===== config.mk =====
export PLATFORM = sky130hd
export DESIGN_NAME = fifo_frame_reader
export DESIGN_NICKNAME = d
export VERILOG_FILES = /design/src/rtl/fifo_pkg.sv /design/src/rtl/fifo_rd_skid.sv /design/src/rtl/fifo_frame_reader.sv
export SDC_FILE = /design/constraint.sdc
export NUM_CORES = 1
export LEC_CHECK = 0
export CORE_ASPECT_RATIO = 1.75
export CORE_MARGIN = 5
export CORE_UTILIZATION = 55
export DETAILED_ROUTE_END_ITERATION = 10
export PLACE_DENSITY = 0.77
export SLEW_MARGIN = 20
export SYNTH_ARGS = -nofsm -noshare
export SYNTH_HDL_FRONTEND = slang
export SYNTH_SLANG_ARGS = --single-unit
export TNS_END_PERCENT = 30

===== constraint.sdc =====
create_clock -name clock -period 6.8 [get_ports clock]
set_clock_uncertainty 0.05 [all_clocks]
set_input_delay 1.36 -clock clock [delete_from_list [all_inputs] [get_ports clock]]
set_output_delay 1.36 -clock clock [all_outputs]
set_load 0.02 [all_outputs]

===== src/rtl/fifo_pkg.sv =====
// Shared types and constants for the FIFO read-side frame logic.
package fifo_pkg;

    localparam int WORD_WIDTH      = 32;
    localparam int FRAME_CNT_WIDTH = 16;
    // Payload word counters; FRAME_WORDS tops out at 255.
    localparam int WCNT_WIDTH      = 8;

    typedef logic [WORD_WIDTH-1:0] word_t;
    typedef logic [WCNT_WIDTH-1:0] wcnt_t;

    typedef enum logic {
        PAYLOAD = 1'b0,
        TRAILER = 1'b1
    } frame_state_e;

    // Trailer checksum step: plain modular add, carry out is dropped.
    function automatic word_t sum_add(input word_t a, input word_t b);
        return a + b;
    endfunction

endpackage


===== src/rtl/fifo_rd_skid.sv =====
// Two-entry in-order queue between the FIFO read return and the output
// register. When empty, the head falls through to the word being pushed so a
// returning word can reach the output register in the same cycle.
module fifo_rd_skid
    import fifo_pkg::*;
(
    input  logic       clock,
    input  logic       reset,
    input  logic       push,
    input  word_t      push_data,
    input  logic       pop,
    output logic       head_valid,
    output word_t      head_data,
    output logic [1:0] count
);

    word_t mem [2];
    logic  wr_ptr;
    logic  rd_ptr;
    logic  stored;
    logic  store;
    logic  take;

    assign stored     = (count != 2'd0);
    assign head_valid = stored || push;
    assign head_data  = stored ? mem[rd_ptr] : push_data;
    // A pop against an empty queue consumes the pushed word directly.
    assign take       = pop && stored;
    assign store      = push && !(pop && !stored);

    // Storage, pointers and occupancy; push and pop may coincide.
    always_ff @(posedge clock) begin
        if (reset) begin
            mem[0] <= '0;
            mem[1] <= '0;
            wr_ptr <= 1'b0;
            rd_ptr <= 1'b0;
            count  <= 2'd0;
        end else begin
            if (store) begin
                mem[wr_ptr] <= push_data;
                wr_ptr      <= ~wr_ptr;
            end
            if (take) begin
                rd_ptr <= ~rd_ptr;
            end
            count <= count + {1'b0, store} - {1'b0, take};
        end
    end

endmodule


===== src/rtl/fifo_frame_reader.sv =====
// Drains the FIFO read port into frames of FRAME_WORDS payload words, each
// followed by a trailer word carrying the modular sum of the payload.
module fifo_frame_reader
    import fifo_pkg::*;
#(
    parameter int FRAME_WORDS = 4,
    parameter int WORD_WIDTH  = fifo_pkg::WORD_WIDTH
) (
    input  logic                       clock,
    input  logic                       reset,
    input  logic                       fifo_empty,
    input  logic                       fifo_valid_out,
    input  logic [WORD_WIDTH-1:0]      fifo_data_out,
    output logic                       fifo_r_en,
    output logic [WORD_WIDTH-1:0]      frame_data,
    output logic                       frame_valid,
    input  logic                       frame_ready,
    output logic                       frame_last,
    output logic [FRAME_CNT_WIDTH-1:0] frame_count
);

    localparam wcnt_t FW       = wcnt_t'(FRAME_WORDS);
    localparam wcnt_t LAST_IDX = wcnt_t'(FRAME_WORDS - 1);

    frame_state_e state;
    wcnt_t        requested;   // accepted + output reg + queued + in flight
    wcnt_t        accepted;    // payload words accepted in this frame
    logic         inflight;    // a read was issued last cycle
    word_t        sum;

    logic         push;
    logic         pop;
    logic         short_ret;
    logic         head_valid;
    word_t        head_data;
    logic [1:0]   q_count;
    logic [2:0]   occ;
    logic         accept;
    logic         out_free;
    logic         last_pay;

    fifo_rd_skid u_skid (
        .clock      (clock),
        .reset      (reset),
        .push       (push),
        .push_data  (fifo_data_out),
        .pop        (pop),
        .head_valid (head_valid),
        .head_data  (head_data),
        .count      (q_count)
    );

    assign accept    = frame_valid && frame_ready;
    assign out_free  = !frame_valid || accept;
    assign occ       = {1'b0, q_count} + {2'b00, inflight};
    assign push      = inflight && fifo_valid_out;
    assign short_ret = inflight && !fifo_valid_out;
    assign last_pay  = (state == PAYLOAD) && accept && (accepted == LAST_IDX);
    // Only this frame's words are ever requested, so the queue is empty by
    // the time the last payload word leaves; the guard keeps it that way.
    assign pop       = (state == PAYLOAD) && out_free && !last_pay && head_valid;

    // Read request: combinational so it drops in the same cycle the skid
    // limit or the frame's word budget is reached.
    assign fifo_r_en = !reset && (state == PAYLOAD) && !fifo_empty &&
                       (requested < FW) && (occ < 3'd2);

    // Request accounting: a short read returns its slot to the frame budget.
    always_ff @(posedge clock) begin
        if (reset) begin
            inflight  <= 1'b0;
            requested <= '0;
        end else begin
            inflight <= fifo_r_en;
            if ((state == TRAILER) && accept) begin
                requested <= '0;
            end else begin
                requested <= requested + wcnt_t'(fifo_r_en) - wcnt_t'(short_ret);
            end
        end
    end

    // Frame FSM with the output register, running sum and frame counter.
    always_ff @(posedge clock) begin
        if (reset) begin
            state       <= PAYLOAD;
            frame_valid <= 1'b0;
            frame_data  <= '0;
            frame_last  <= 1'b0;
            accepted    <= '0;
            sum         <= '0;
            frame_count <= '0;
        end else begin
            case (state)
                PAYLOAD: begin
                    if (accept) begin
                        sum      <= sum_add(sum, frame_data);
                        accepted <= accepted + wcnt_t'(1);
                    end
                    if (last_pay) begin
                        frame_data  <= sum_add(sum, frame_data);
                        frame_last  <= 1'b1;
                        frame_valid <= 1'b1;
                        state       <= TRAILER;
                    end else if (pop) begin
                        frame_data  <= head_data;
                        frame_valid <= 1'b1;
                    end else if (accept) begin
                        frame_valid <= 1'b0;
                    end
                end
                TRAILER: begin
                    if (accept) begin
                        frame_valid <= 1'b0;
                        frame_last  <= 1'b0;
                        sum         <= '0;
                        accepted    <= '0;
                        frame_count <= frame_count + 1'b1;
                        state       <= PAYLOAD;
                    end
                end
                default: state <= PAYLOAD;
            endcase
        end
    end

endmodule

==> impl_metrics.toml <==
[timing]
slew_headroom = 0.237
setup_slack_ns = 1.86
worst_pin_slew_ns = 1.14
tns_ns = 0
fin_crit_sh = 0.726
drv_slew = 0
max_freq_mhz = 203
rsz0062_at_grt = "no"
period_needed_ns = 4.94
final-setup-viol-count = 0
hold_violations = 0

[critical_path]
slowest_delay_ns = 0.67
crit_chain = "clkdlybuf4s50_1 -> nand2_2 -> buf_4 -> nor2_2 -> nand3b_1 -> or3_1 -> nand2_1 -> o211ai_2 -> nor3b_2 -> buf_4 -> or2_2"
worst_ep_arrival_time_ns = 4.94
end_kind = "flop"
critPathMaxFanout = 33
critical_path_class = "in -> reg"
cp_top_family = "simple AND/OR/NAND/NOR gates"
cp-start-kind = "input port"
crit-reg2reg-launch = "frame_valid"
crit_buf_inv = 3
cp_slowest_cell = "or2_2"
startpoint = "frame_ready"
cpMostUsedCell = "buf_4"
required_ns = 6.81

[synthesis]
seq_area_frac_synth = 0.442
netlist_area_um2 = 9100
syn_inst = 951
synth_nets = 1037
ys_ff_latch = 169
synthArstFlopShare = 0
syn_area_per_cell_um2 = 9.57
yosysUniqueCellTypes = 65
synth-warning-count = 0
synth-main-ff-cell = "dfxtp_1"
synth_edf_count = 64

[clock_tree]
cts_buffer_depth = 2
hold_buffers = 0
cts_buffers = 17
path_clk_slew_ns = 0.07
cts.repair.resized = 0
cts_root_buf = "clkbuf_16"
htreeDepth = 4
clkSinkCount = 169
post_cts_buffers = 0
clkLatencyLatePin_ns = 0.43
cts_tree = "built"

[final_layout]
utilization = 0.655
stdcell_count = 1248
drive_above_1_share = 0.0664
fin_nets = 1097
syn_to_final_growth_pct = 17.8
n_antenna_cell = 0

[route]
via_per_inst = 5.83
vias = 7271
wire_per_inst_um = 18.7
post-route-drc-count = 0
drt-pass1-iter-count = 5
drt_iter0_drc = 451
ant_nets = 0
routed_wl_mm = 23.4

[floorplanning]
core_area_um2 = 16400
rows = 62
die_w_um = 107
die_y_um = 180
die-area_um2 = 19300
initial_core_util = 0.556
ios = 88

[place]
place_ws_ns = 1.49
dpl.cell_count = 1216
hpwl_mm = 16.3
port_buffers = 87
gp_congestion = 0.975

[grt]
overflow = 0
track_usage = 0.245
grt_max_degree = 86
grt_pass1_wl_mm = 37.5
grt_antenna_before_repair = 0
grt_pass1_vias = 7270

[power]
peakVddDrop_mv = 0.243
power.density_nw_per_um2 = 353
p_total_mw = 3.78
leakage_nw = 4.17

[min_path]
hold_class = "reg -> reg"
hp-start = "sum[0]"

[outcome]
status = "finished clean"

[job]
drv_cap = 0
## state kept, by name (all words and copies together) (netlist names), named ones only
name           flops
u_skid.rd_ptr      1
sum               32
u_skid.wr_ptr      1
state              1
frame_count       16
frame_data        32
accepted           8
frame_last         1
frame_valid        1
u_skid.mem        64
requested          8
u_skid.count       2
inflight           1
## report_power, final
part	switching (mW)	internal, mW
Sequential	0.166	1.20
Clock	0.448	0.527
Combinational	0.854	0.590
Total	1.47	2.32
## placed cells by master (no fill, tap or decap), types with 10 or more instances in the layout
master / instances
a211oi_1: 53
a21o_1: 18
a21oi_1: 57
a22oi_1: 13
and2_1: 65
and3_1: 13
clkbuf_16: 17
clkdlybuf4s50_1: 86
dfxtp_1: 104
edfxtp_1: 64
ha_1: 47
inv_1: 22
mux2i_1: 33
nand2_1: 38
nand3_1: 10
nand4_1: 12
nor2_1: 116
nor3_1: 31
o21ai_0: 29
or3_1: 10
xnor2_1: 26
xor2_1: 26
## final cells by class
cell class	count	area, um2
Clock inverter	15	176
Sequential cell	169	4030
Clock buffer	17	425
Multi-Input combinational cell	705	4790
Inverter	22	82.6
Fill cell	1372	5650
Timing Repair Buffer	96	933
Tap cell	224	280
## metrics by stage
step / instance area [um2] / hold slack, ns
after floorplan: 9100 / 0.379
after global placement: 10100 / 0.391
after detailed placement: 10100 / 0.398
after CTS: 10700 / 0.408
after global routing: 10700 / 0.434
final: 10700 / 0.410
## per-layer routing
layer  up-vias  global-route usage  wire (um)
met3        55              0.0452        990
met2       189               0.439      12500
met4         0               0.142       1300
li1       3568                   -          -
met5         -                   0          0
met1      3459               0.263       8600
## tightest hold or removal path: stages, from the launching register on
cell and delay [ns]:
dfxtp_1 0.31, nand2_1 0.05, a21oi_1 0.05
## cells by family after synthesis
logic type	after synthesis	share of synthesized area
AO/OA/AOI/OAI	238	0.186
XOR/XNOR	52	0.0500
adder cells (fa/ha/maj)	49	0.0690
buffers and inverters	77	0.0323
flip-flops	169	0.442
multiplexers	33	0.0363
AND/OR/NAND/NOR	333	0.185
## synthesized netlist by cell type (all sizes together), types with 18 or more instances
library cell,n,share of area
nor2,117,0.049
dfxtp,105,0.23
and2,66,0.045
edfxtp,64,0.21
a21oi,58,0.032
a211oi,55,0.046
ha,47,0.065
clkbuf,44,0.018
nand2,40,0.017
nor3,35,0.021
mux2i,33,0.036
o21ai,31,0.017
xnor2,26,0.025
xor2,26,0.025
inv,22,0.0091
a21o,18,0.015
## final timing paths
path | end | slack [ns] | cells after the start
worst min register to register | sum[0] | 0.41 | 2
worst max-delay path | u_skid.mem[1][4] | 1.86 | 11
worst max register to register | u_skid.mem[1][4] | 2.94 | 10
worst min-delay path | sum[0] | 0.41 | 2
Power figures use the tool's default switching activity.
